File: src/rtl/counter161_pkg.sv
// counter161_pkg
//   Shared definitions for the 74LS161 front-panel control stage:
//   run/step FSM state encoding, key indices (lowest index wins) and the
//   priority pick used by the top-level arbiter.
package counter161_pkg;

  typedef enum logic [1:0] {
    IDLE = 2'd0,
    RUN  = 2'd1,
    STEP = 2'd2
  } state_t;

  localparam int NUM_KEYS = 4;

  // Key indices double as priority order: index 0 is the most important.
  localparam int KEY_CLR  = 0;
  localparam int KEY_LOAD = 1;
  localparam int KEY_RUN  = 2;
  localparam int KEY_STEP = 3;

  // Keeps only the lowest-index set bit (x & -x), so at most one press
  // survives per cycle and every lower-priority press is dropped.
  function automatic logic [NUM_KEYS-1:0] pick_highest(input logic [NUM_KEYS-1:0] presses);
    return presses & (~presses + {{(NUM_KEYS-1){1'b0}}, 1'b1});
  endfunction

endpackage

File: src/rtl/key_debounce.sv
// key_debounce
//   One push-button front end: 2-flop synchroniser, debounce counter and a
//   registered one-cycle pulse on each debounced rising edge.
// Ports:
//   clk      in  system clock, rising edge
//   srst     in  synchronous active-high reset
//   i_key    in  raw button level, asynchronous to clk, may bounce
//   o_press  out one-cycle pulse, registered on the edge the level rises
module key_debounce
  import counter161_pkg::*;
#(
  parameter int DEB_CYCLES = 16
) (
  input  logic clk,
  input  logic srst,
  input  logic i_key,
  output logic o_press
);

  // Counter only ever holds 0..DEB_CYCLES-1; reaching DEB_CYCLES flips instead.
  localparam int CW = $clog2(DEB_CYCLES);

  logic          r_sync1;
  logic          r_sync2;
  logic          r_level;
  logic          r_press;
  logic [CW-1:0] r_cnt;

  always_ff @(posedge clk) begin
    if (srst) begin
      r_sync1 <= 1'b0;
      r_sync2 <= 1'b0;
      r_level <= 1'b0;
      r_press <= 1'b0;
      r_cnt   <= '0;
    end else begin
      r_sync1 <= i_key;
      r_sync2 <= r_sync1;
      r_press <= 1'b0;
      if (r_sync2 == r_level) begin
        // Any agreement restarts the stability window, so bounces are filtered.
        r_cnt <= '0;
      end else if (r_cnt == CW'(DEB_CYCLES - 1)) begin
        r_level <= r_sync2;
        r_cnt   <= '0;
        r_press <= r_sync2;  // releases flip the level but never pulse
      end else begin
        r_cnt <= r_cnt + CW'(1);
      end
    end
  end

  assign o_press = r_press;

endmodule

File: src/rtl/counter161_ctrl.sv
// counter161_ctrl
//   Front-panel control stage feeding the 74LS161 counter model. Debounces
//   four buttons, arbitrates presses (Clr > Load > Run > Step), runs the
//   IDLE/RUN/STEP machine and registers every counter control output.
// Ports:
//   CLK, Reset           clock and synchronous active-high reset
//   KeyClr/Load/Run/Step raw active-high buttons
//   SW[3:0]              preset switches, SW[3]->D ... SW[0]->A
//   CO                   counter carry out, fed back for stop-at-terminal-count
//   Clear, Load          active-low one-cycle pulses to the counter
//   ENP, ENT             count enables (always equal)
//   D, C, B, A           preset value captured on a Load press
//   Running              high while in RUN
module counter161_ctrl
  import counter161_pkg::*;
#(
  parameter int DEB_CYCLES = 16,
  parameter bit STOP_AT_TC = 1'b0
) (
  input  logic       CLK,
  input  logic       Reset,
  input  logic       KeyClr,
  input  logic       KeyLoad,
  input  logic       KeyRun,
  input  logic       KeyStep,
  input  logic [3:0] SW,
  input  logic       CO,
  output logic       Clear,
  output logic       Load,
  output logic       ENP,
  output logic       ENT,
  output logic       D,
  output logic       C,
  output logic       B,
  output logic       A,
  output logic       Running
);

  logic [NUM_KEYS-1:0] w_raw;
  logic [NUM_KEYS-1:0] w_press;
  logic [NUM_KEYS-1:0] w_win;

  assign w_raw[KEY_CLR]  = KeyClr;
  assign w_raw[KEY_LOAD] = KeyLoad;
  assign w_raw[KEY_RUN]  = KeyRun;
  assign w_raw[KEY_STEP] = KeyStep;

  generate
    for (genvar gi = 0; gi < NUM_KEYS; gi++) begin : g_key
      key_debounce #(
        .DEB_CYCLES(DEB_CYCLES)
      ) u_deb (
        .clk    (CLK),
        .srst   (Reset),
        .i_key  (w_raw[gi]),
        .o_press(w_press[gi])
      );
    end
  endgenerate

  assign w_win = pick_highest(w_press);

  state_t     r_state;
  state_t     w_state_next;
  logic       r_co;
  logic       r_clear_n;
  logic       r_load_n;
  logic       r_en;
  logic       r_running;
  logic [3:0] r_dcba;

  always_comb begin
    w_state_next = r_state;
    case (r_state)
      IDLE: begin
        if (w_win[KEY_RUN]) begin
          w_state_next = RUN;
        end else if (w_win[KEY_STEP]) begin
          w_state_next = STEP;
        end
      end
      RUN: begin
        // CO is taken from its register, so enables drop one cycle after CO is seen.
        if (w_win[KEY_RUN] || (STOP_AT_TC && r_co)) begin
          w_state_next = IDLE;
        end
      end
      STEP:    w_state_next = IDLE;  // exactly one enabled clock per step
      default: w_state_next = IDLE;
    endcase
    if (w_win[KEY_CLR]) begin
      w_state_next = IDLE;
    end
  end

  always_ff @(posedge CLK) begin
    if (Reset) begin
      r_state   <= IDLE;
      r_co      <= 1'b0;
      r_clear_n <= 1'b1;
      r_load_n  <= 1'b1;
      r_en      <= 1'b0;
      r_running <= 1'b0;
      r_dcba    <= 4'b0000;
    end else begin
      r_state   <= w_state_next;
      r_co      <= CO;
      r_clear_n <= ~w_win[KEY_CLR];
      r_load_n  <= ~w_win[KEY_LOAD];
      if (w_win[KEY_LOAD]) begin
        r_dcba <= SW;
      end
      // Enables are decoded from the next state so they change with it.
      r_en      <= (w_state_next != IDLE);
      r_running <= (w_state_next == RUN);
    end
  end

  assign Clear   = r_clear_n;
  assign Load    = r_load_n;
  assign ENP     = r_en;
  assign ENT     = r_en;
  assign D       = r_dcba[3];
  assign C       = r_dcba[2];
  assign B       = r_dcba[1];
  assign A       = r_dcba[0];
  assign Running = r_running;

endmodule

File: config.mk
export PLATFORM = sky130hd
export DESIGN_NAME = counter161_ctrl
export DESIGN_NICKNAME = d
export VERILOG_FILES = /design/src/rtl/counter161_pkg.sv /design/src/rtl/key_debounce.sv /design/src/rtl/counter161_ctrl.sv
export SDC_FILE = /design/constraint.sdc
export NUM_CORES = 1
export LEC_CHECK = 0
export CAP_MARGIN = 10
export CORE_MARGIN = 2
export CORE_UTILIZATION = 64
export DETAILED_ROUTE_END_ITERATION = 7
export DONT_BUFFER_PORTS = 1
export GPL_TIMING_DRIVEN = 0
export HOLD_SLACK_MARGIN = 0.06
export PLACE_DENSITY = 0.88
export SYNTH_ARGS = -nofsm -noshare
export SYNTH_HDL_FRONTEND = slang
export SYNTH_HIERARCHICAL = 1
export SYNTH_SLANG_ARGS = --single-unit
File: constraint.sdc
create_clock -name CLK -period 2.3 [get_ports CLK]
set_input_delay 0.345 -clock CLK [delete_from_list [all_inputs] [get_ports CLK]]
set_output_delay 0.345 -clock CLK [all_outputs]
set_load 0.01 [all_outputs]
==> summary.txt, run 1 <==
initial DRC count - 2
Avg Cell Area, Syn - 11.3 µm²
drt pass-1 iters - 3
Post-Synth Adder-Cell Area - 0.0332
number of diodes - 0
max frequency - 0.785 GHz
Design Area, Final - 1640 µm²
CP top delay family - buffers and inverters
Critical Path Fanout Max - 19
Slowest cell on crit path - dlygate4sd3_1
fillers - 156
simple-gate share of the synthesized area - 0.246
Ports - 20
Reg2Reg Setup Slack - 1.19 ns
Rel. slew slack - 0.539
FP Rows - 17
Warnings, synthesis - 6
Placer Congestion - 0.699
Synthesized Nets - 148
kind of critical path - input pin to register
Unique masters post-synth - 22
P&R area growth vs syn - 8.79%
post-DR wirelength/cell - 12.3 µm
Critical path buffers and inverters - 1
CTS HTree Levels - 2
Netlist Area Pre-Place - 1510 µm²
Post-Place Cells - 161
worst path cell trace - dlygate4sd3_1 > nor4b_1
post-route antenna net violation count - 0
die extent in y - 52.6 µm
hold path endpoint - Clear
maximum number of pins on one net before global-route repair - 20
gr usage total - 0.184
Synth Register Bits - 42
clock buffer depth - 2
Pleak - 0.701 nW
core area - 2210 µm²
CP Launch Type - input pin
Peak VDD IR - 0.000703 V
total gr overflow - 0
Worst-Margin Slew - 0.689 ns
Worst-Skew Late Latency - 0.34 ns
vias per cell - 5.27
register clock-pin slew on the reported worst setup and hold paths - 0.12 ns
period utilization - 0.554
RSZ-0062 raised after global routing - no
hold path cells - 1
crit-path max cell delay - 0.80 ns
Final Critical Period - 1.27 ns
EDFF count, synth - 0
CTS tree - built
crit path from - Reset
DRC - 0
Total Power - 0.00122 W
detailed placer's ending HPWL - 1390 µm
top_reg_cell synth - dfxtp_1
R2R Path Start - g_key[1].u_deb/o_press
R2R cell count - 4
Compound-Gate Fraction of Synth Area - 0.0149
FF-to-FF End - r_dcba[2]
CTS Buf Count - 5
DR vias - 901
CP Capture Type - register
main combinational cell family by area after synthesis - simple AND/OR/NAND/NOR gates
Mapped Cells - 133
NumNets Final - 157
status - completed
crit path DAT - 1.52 ns
final setup fails - 0
Worst Clk Skew - 0.00186 ns
final wirelength - 2100 µm
input/output buffers - 0
Max-Cap Viols - 0
Die W - 52.6 µm
ys async rst share - 0
initial core utilization - 0.682
Min-Delay Path Class - input pin to register
root buffer cell - clkbuf_4
setup TNS - 0 ns
Final Hold Viols - 0
initial antenna violation count - 0
post-synthesis xor/xnor area fraction - 0.0755
worst endpoint required time - 2.55 ns
post-synthesis mux area share - 0.0531
Slew Limit Fails - 0
die area - 2760 µm²
layout cell share with drive strength beyond 1 - 0.168
Seq/Total Area, Yosys - 0.557
Layout Cells excl Fill - 171
first-pass GRT wire length - 3550 µm
PD cells - 742 nW/µm²
Hold Startpoint - Reset
area post-placement - 1540 µm²
clk sink count - 42
vias in the first global route - 883
[sequential cells by signal, indices dropped and copies added, names as in the netlist]
| signal | count |
|---|---|
| g_key.u_deb/r_cnt | 16 |
| g_key.u_deb/o_press | 4 |
| g_key.u_deb/r_level | 4 |
| g_key.u_deb/r_sync1 | 4 |
| g_key.u_deb/r_sync2 | 4 |
| r_dcba | 4 |
| r_state | 2 |
| Clear | 1 |
| ENP | 1 |
| Load | 1 |
| Running | 1 |
[cell usage after synthesis (2+ instances only)]
cell type  count  area, µm²
dfxtp_1       42        841
nor2_1        23       86.3
xor2_1        12        105
nor2b_1        9       56.3
mux2i_1        8       80.1
and3b_2        4       40.0
ha_1           4       50.1
inv_1          4       15.0
nand3_1        4       20.0
nand3_2        4       40.0
nand3b_1       4       30.0
nor4b_1        4       35.0
buf_4          2       15.0
[power breakdown]
group / total (W) / leakage (nW) / switching [W] / internal (W)
clock network: 0.000452 / 0.0450 / 0.000227 / 0.000225
registers: 0.000740 / 0.340 / 0.00000436 / 0.000736
logic: 0.0000253 / 0.316 / 0.0000124 / 0.0000129
total: 0.00122 / 0.701 / 0.000244 / 0.000974
[how the worst max path moves through the flow]
stage                                          to  slack (ns)  cells after the start
after global placement                  r_dcba[0]        1.28                      4
after global routing       g_key[2].u_deb/o_press        0.94                      2
final                      g_key[2].u_deb/o_press        1.03                      2
after CTS                  g_key[1].u_deb/o_press        1.02                      2
after floorplan           g_key[0].u_deb/r_cnt[2]        1.32                      3
after detailed placement   g_key[3].u_deb/o_press        1.23                      3
[cells in the final DEF, fill, tap and decap left out]
cell type | netlist | routed
nor2_1 | 23 | 23
inv_1 | 4 | 4
clkinv_2 | 0 | 2
nand2b_2 | 1 | 1
and3b_2 | 4 | 4
a211oi_2 | 1 | 1
nand2b_1 | 1 | 1
o21ba_2 | 1 | 1
nand3b_1 | 4 | 4
nand3_1 | 4 | 4
dlygate4sd3_1 | 0 | 2
buf_4 | 2 | 2
clkbuf_4 | 0 | 5
bufinv_16 | 0 | 1
xnor2_1 | 1 | 1
nor4b_1 | 4 | 4
nor2b_1 | 9 | 9
nor4_4 | 1 | 1
mux2i_1 | 8 | 8
ha_1 | 4 | 4
nand3_2 | 4 | 4
xor2_1 | 12 | 12
or2b_2 | 1 | 1
or3_4 | 1 | 1
and2b_1 | 1 | 1
dfxtp_1 | 42 | 42
[metrics by stage]
| stage | hold slack [ns] | util | worst slack (ns) |
|---|---|---|---|
| after CTS | 0.0851 | 0.742 | 1.02 |
| after global routing | 0.0642 | 0.742 | 0.943 |
| after detailed placement | 0.421 | 0.698 | 1.23 |
| after global placement | 0.418 | 0.698 | 1.28 |
| final | 0.101 | 0.742 | 1.03 |
| after floorplan | 0.414 | - | 1.32 |
[cell families after synthesis]
kind of cell | count (synthesis)
flip-flops | 42
AND/OR/NAND/NOR | 58
adder cells (fa/ha/maj) | 4
AO/OA/AOI/OAI | 2
multiplexers | 8
buffers and inverters | 6
XOR/XNOR | 13
[what timing repair did]
item / 4_1_cts / 5_1_grt
resized for setup: 0 / 0
setup buffers: 0 / 0
hold buffers: 2 / 0
hold endpoints to repair: 19 / 0
[layer usage]
metal  share of wire  GRT usage
met5               0          0
met4           0.021      0.115
met3           0.049     0.0629
met2            0.48      0.298
met1            0.45      0.204
[area by class of cell]
class / instances / area (µm²) / area share
sequential: 42 / 841 / 0.512
multi-input combinational: 85 / 638 / 0.389
clock inverter: 3 / 40.0 / 0.0244
clock buffer: 5 / 37.5 / 0.0229
tap: 28 / 35.0 / 0.0213
timing repair buffer: 2 / 20.0 / 0.0122
buffer: 2 / 15.0 / 0.00915
inverter: 4 / 15.0 / 0.00915
Power figures use the tool's default switching activity.
==> run 2: changes to the inputs <==
CORE_UTILIZATION = 54   (was 64)
PLACE_DENSITY = 0.8   (was 0.88)
clock period = 1 ns   (was 2.3 ns; I/O delays follow)
==> summary.txt, run 2 (synthesis gave the netlist of run 1 again) <==
gr usage total - 0.155 (was 0.184)
CP Capture Type - register (unchanged)
max frequency - 0.996 GHz
Final Critical Period - 1.00 ns
vias per cell - 5.24 (was 5.27)
first-pass GRT wire length - 3710 µm (was 3550 µm)
post-route antenna net violation count - 0 (unchanged)
Worst-Margin Slew - 0.225 ns (was 0.689 ns)
Min-Delay Path Class - input pin to register (unchanged)
core area - 2710 µm² (was 2210 µm²)
clock buffer depth - 2 (unchanged)
number of diodes - 0 (unchanged)
CP Launch Type - register (was input pin)
pre-CTS setup slack - -0.0501 ns (was 1.23 ns)
Die W - 56.9 µm (was 52.6 µm)
initial DRC count - 17 (was 2)
largest reg by FF count - g_key.u_deb/r_cnt (unchanged)
root buffer cell - clkbuf_4 (unchanged)
FP Rows - 19 (was 17)
post-DR wirelength/cell - 13.5 µm (was 12.3 µm)
Worst Clk Skew - 0.0113 ns (was 0.00186 ns)
layout cell share with drive strength beyond 1 - 0.389 (was 0.168)
Pleak - 0.721 nW (was 0.701 nW)
Rel. slew slack - 0.850 (was 0.539)
Final Hold Viols - 18 (was 0)
die area - 3230 µm² (was 2760 µm²)
detailed placer's ending HPWL - 1410 µm (was 1390 µm)
DRC - 0 (unchanged)
final core utilization - 0.680 (was 0.742)
Critical Path Fanout Max - 5 (was 19)
PD cells - 1410 nW/µm² (was 742 nW/µm²)
worst endpoint required time - 1.25 ns (was 2.55 ns)
P&R area growth vs syn - 22.1% (was 8.79%)
DR vias - 943 (was 901)
max reg flops - 16 (unchanged)
initial antenna violation count - 0 (unchanged)
period utilization - 1.00
NumNets Final - 163 (was 157)
Post-Place Cells - 164 (was 161)
Max-Cap Viols - 0 (unchanged)
drt pass-1 iters - 4 (was 3)
RSZ-0062 raised after global routing - yes (was no)
most frequent cells in the layout - dfxtp_1, nor2_1, dfxtp_2 (was dfxtp_1, nor2_1, xor2_1)
initial core utilization - 0.557 (was 0.682)
register clock-pin slew on the reported worst setup and hold paths - 0.13 ns (was 0.12 ns)
CTS Buf Count - 5 (unchanged)
Hold Buf Count CTS - 4 (was 2)
die extent in y - 56.9 µm (was 52.6 µm)
maximum number of pins on one net before global-route repair - 32 (was 20)
final setup fails - 1 (was 0)
Ports - 20 (unchanged)
status - complete, but fails checks (was completed)
Worst-Skew Late Latency - 0.35 ns (was 0.34 ns)
hold_ws - -0.157 ns (was 0.101 ns)
total gr overflow - 0 (unchanged)
Peak VDD IR - 0.00115 V (was 0.000703 V)
Placer Congestion - 0.707 (was 0.699)
failing checks - hold timing, setup timing
CTS HTree Levels - 2 (unchanged)
CTS tree - built (unchanged)
Slew Limit Fails - 0 (unchanged)
clk sink count - 42 (unchanged)
PnR worst setup slack - -0.00375 ns (was 1.03 ns)
final wirelength - 2430 µm (was 2100 µm)
most common cell after layout, fill and taps aside - dfxtp_1 (unchanged)
Layout Cells excl Fill - 180 (was 171)
input/output buffers - 0 (unchanged)
crit path DAT - 1.26 ns (was 1.52 ns)
vias in the first global route - 932 (was 883)
Reg2Reg Setup Slack - -0.004 ns (was 1.19 ns)
kind of critical path - register to register (was input pin to register)
run 2: changes by cell type in the layout (fill, tap and decap cells not counted), moves of 4 or more:
cell,previous run,this run
dfxtp_2,0,16
dfxtp_1,42,23
nand3_2,4,0
nand3_4,0,4
ha_4,0,4
ha_1,4,0
nor4b_1,4,0
run 2: timing repair:
action / 4_1_cts / 5_1_grt
endpoints found under the hold margin: 42 / 38
gates cloned: 0 / 0
pin swaps: 5 / 13
endpoints found under the setup margin: 26 / 30
gates resized for setup: 14 / 30
setup buffers: 1 / 3
run 2: worst max-delay path, stage by stage (launching register included):
cell	delay, ns
dfxtp_2	0.35
and2b_1	0.19
buf_6	0.12
mux2i_1	0.19
nor2_1	0.06
run 2: worst paths after layout:
| check | startpoint | end | cells past startpoint |
|---|---|---|---|
| max | g_key[0].u_deb/o_press | r_dcba[0] | 4 |
| min | Reset | g_key[1].u_deb/r_level | 1 |
| max reg2reg | g_key[0].u_deb/o_press | r_dcba[0] | 4 |
| min reg2reg | g_key[3].u_deb/r_level | g_key[3].u_deb/o_press | 1 |
run 2: area by class of cell:
class / count / area, µm²
Sequential cell: 42 / 872
Fill cell: 217 / 868
Multi-Input combinational cell: 85 / 764
Timing Repair Buffer: 8 / 70.1
Tap cell: 31 / 38.8
Clock buffer: 5 / 37.5
Buffer: 2 / 22.5
Clock inverter: 3 / 21.3
Inverter: 4 / 15.0
run 2: per-layer routing:
layer | vias to the layer above | part of all wire | track usage
met2 | 23 | 0.49 | 0.276
met4 | 0 | 0.013 | 0.0997
met1 | 449 | 0.45 | 0.150
li1 | 469 | - | -
met3 | 2 | 0.047 | 0.0530
met5 | - | 0 | 0
run 2: report_power, final:
group / internal [W] / total, W / switching [W]
combinational: 0.0000422 / 0.0000637 / 0.0000214
sequential: 0.00169 / 0.00170 / 0.0000140
clock: 0.000274 / 0.000827 / 0.000553
run 2: through the flow:
stage               total power [W]  area, µm²   TNS [ns]  hold WS (ns)
global route                0.00271       1840     -0.365        -0.196
global placement            0.00178       1550     -0.117         0.224
CTS                         0.00260       1690  -0.000479        -0.157
floorplan                   0.00177       1510          0         0.222
detailed placement          0.00178       1550     -0.461         0.227
finish                      0.00259       1840   -0.00375        -0.157
==> run 3: changes to the inputs <==
TNS_END_PERCENT = 1   (was unset)
==> summary.txt, run 3 (synthesis gave the netlist of run 1 again) <==
final wirelength - 2430 µm (about the same)
most common cell after layout, fill and taps aside - dfxtp_1 (unchanged)
Hold Startpoint - Reset (unchanged)
Worst Clk Skew - 0.00603 ns (was 0.0113 ns)
worst path cell trace - and2b_1 > buf_6 > mux2i_1 > nor2_1 (unchanged)
RSZ-0062 raised after global routing - yes (unchanged)
Die W - 56.9 µm (unchanged)
initial DRC count - 17 (unchanged)
max frequency - 0.996 GHz (about the same)
first-pass GRT wire length - 3730 µm (was 3710 µm)
layout cell share with drive strength beyond 1 - 0.347 (was 0.389)
CTS Buf Count - 5 (unchanged)
CP Launch Type - register (unchanged)
vias per cell - 5.23 (was 5.24)
PnR worst setup slack - -0.00365 ns (was -0.00375 ns)
Peak VDD IR - 0.00114 V (was 0.00115 V)
CP top delay family - flip-flops (unchanged)
Worst-Margin Slew - 0.232 ns (was 0.225 ns)
Ports - 20 (unchanged)
number of diodes - 0 (unchanged)
clk sink count - 42 (unchanged)
CTS tree - built (unchanged)
CTS HTree Levels - 2 (unchanged)
die extent in y - 56.9 µm (unchanged)
crit path from - g_key[0].u_deb/o_press (unchanged)
detailed placer's ending HPWL - 1410 µm (unchanged)
clock buffer depth - 2 (unchanged)
hold_ws - -0.151 ns (was -0.157 ns)
input/output buffers - 0 (unchanged)
most frequent cells in the layout - dfxtp_1, nor2_1, dfxtp_2 (unchanged)
crit path DAT - 1.26 ns (about the same)
maximum number of pins on one net before global-route repair - 32 (unchanged)
status - complete, but fails checks (unchanged)
post-route antenna net violation count - 0 (unchanged)
Slowest cell on crit path - dfxtp_2 (unchanged)
final core utilization - 0.666 (was 0.680)
Critical path buffers and inverters - 1 (unchanged)
period utilization - 1.00 (about the same)
Pleak - 0.709 nW (was 0.721 nW)
drt pass-1 iters - 4 (unchanged)
failing checks - hold timing, setup timing (unchanged)
setup TNS - -0.00365 ns (was -0.00375 ns)
root buffer cell - clkbuf_4 (unchanged)
crit-path max cell delay - 0.34 ns (was 0.35 ns)
core area - 2710 µm² (unchanged)
Critical Path Fanout Max - 5 (unchanged)
Final Critical Period - 1.00 ns (about the same)
max reg flops - 16 (unchanged)
Final Hold Viols - 19 (was 18)
initial antenna violation count - 0 (unchanged)
Placer Congestion - 0.707 (unchanged)
fillers - 218 (was 217)
Hold Buf Count CTS - 4 (unchanged)
NumNets Final - 161 (was 163)
total gr overflow - 0 (unchanged)
P&R area growth vs syn - 19.6% (was 22.1%)
Min-Delay Path Class - input pin to register (unchanged)
post-DR wirelength/cell - 13.6 µm (was 13.5 µm)
DRC - 0 (unchanged)
FP Rows - 19 (unchanged)
PD cells - 1430 nW/µm² (was 1410 nW/µm²)
initial core utilization - 0.557 (unchanged)
vias in the first global route - 931 (was 932)
DR vias - 931 (was 943)
kind of critical path - register to register (unchanged)
gr usage total - 0.155 (about the same)
largest reg by FF count - g_key.u_deb/r_cnt (unchanged)
Worst-Skew Late Latency - 0.35 ns (about the same)
R2R Path Start - g_key[0].u_deb/o_press (unchanged)
register clock-pin slew on the reported worst setup and hold paths - 0.12 ns (was 0.13 ns)
die area - 3230 µm² (unchanged)
Rel. slew slack - 0.845 (was 0.850)
Max-Cap Viols - 0 (unchanged)
final setup fails - 1 (unchanged)
worst endpoint required time - 1.26 ns (was 1.25 ns)
CP Capture Type - register (unchanged)
Slew Limit Fails - 0 (unchanged)
[run 3: cell types whose count changed in the layout (fill, tap and decap cells not counted), sizes merged]
cell	delta
buf	-2
[run 3: worst register-to-register path: cells and delay by family, from the launching register on]
family	cells	cell delay, ns
DFF	1	0.34
buffers and inverters	1	0.12
muxes	1	0.19
and+or+nand+nor	2	0.25
[run 3: power breakdown]
part	internal, W	switching, W
clock	0.000273	0.000550
sequential	0.00169	0.0000152
combinational	0.0000395	0.0000198
[run 3: cell type report]
type	count	area, µm²	area share
Inverter	4	15.0	0.00832
Timing Repair Buffer	6	55.1	0.0305
Clock buffer	5	37.5	0.0208
Buffer	2	22.5	0.0125
Multi-Input combinational cell	85	753	0.417
Sequential cell	42	861	0.477
Clock inverter	3	21.3	0.0118
Tap cell	31	38.8	0.0215
[run 3: final timing paths]
path	depth (start not counted)	to	slack, ns
worst max register to register	4	r_dcba[0]	-0.004
worst min register to register	1	g_key[3].u_deb/o_press	0.45
worst min-delay path	1	g_key[1].u_deb/r_level	-0.15
worst max-delay path	4	r_dcba[0]	-0.004
[run 3: per-layer routing]
layer	wire, µm	part of all wire	global-route usage
met1	1000	0.41	0.151
met2	1270	0.52	0.276
met3	126	0.052	0.0530
met4	31	0.013	0.0997
met5	0	0	0
[run 3: metrics by stage]
step	total power [W]	setup slack (ns)	area (µm²)	instances
6_report	0.00259	-0.00365	1800	178
5_1_grt	0.00272	-0.0587	1800	178
4_1_cts	0.00260	0.000545	1680	177
3_5_place_dp	0.00178	-0.0501	1550	164
3_3_place_gp	0.00178	-0.0304	1550	164
2_1_floorplan	0.00177	0.0155	1510	133
[run 3: repair_timing]
item	4_1_cts	5_1_grt
endpoints found under the setup margin	26	30
buffers inserted	1	1
gates resized for setup	13	22
pin swaps	3	3
endpoints found under the hold margin	42	38
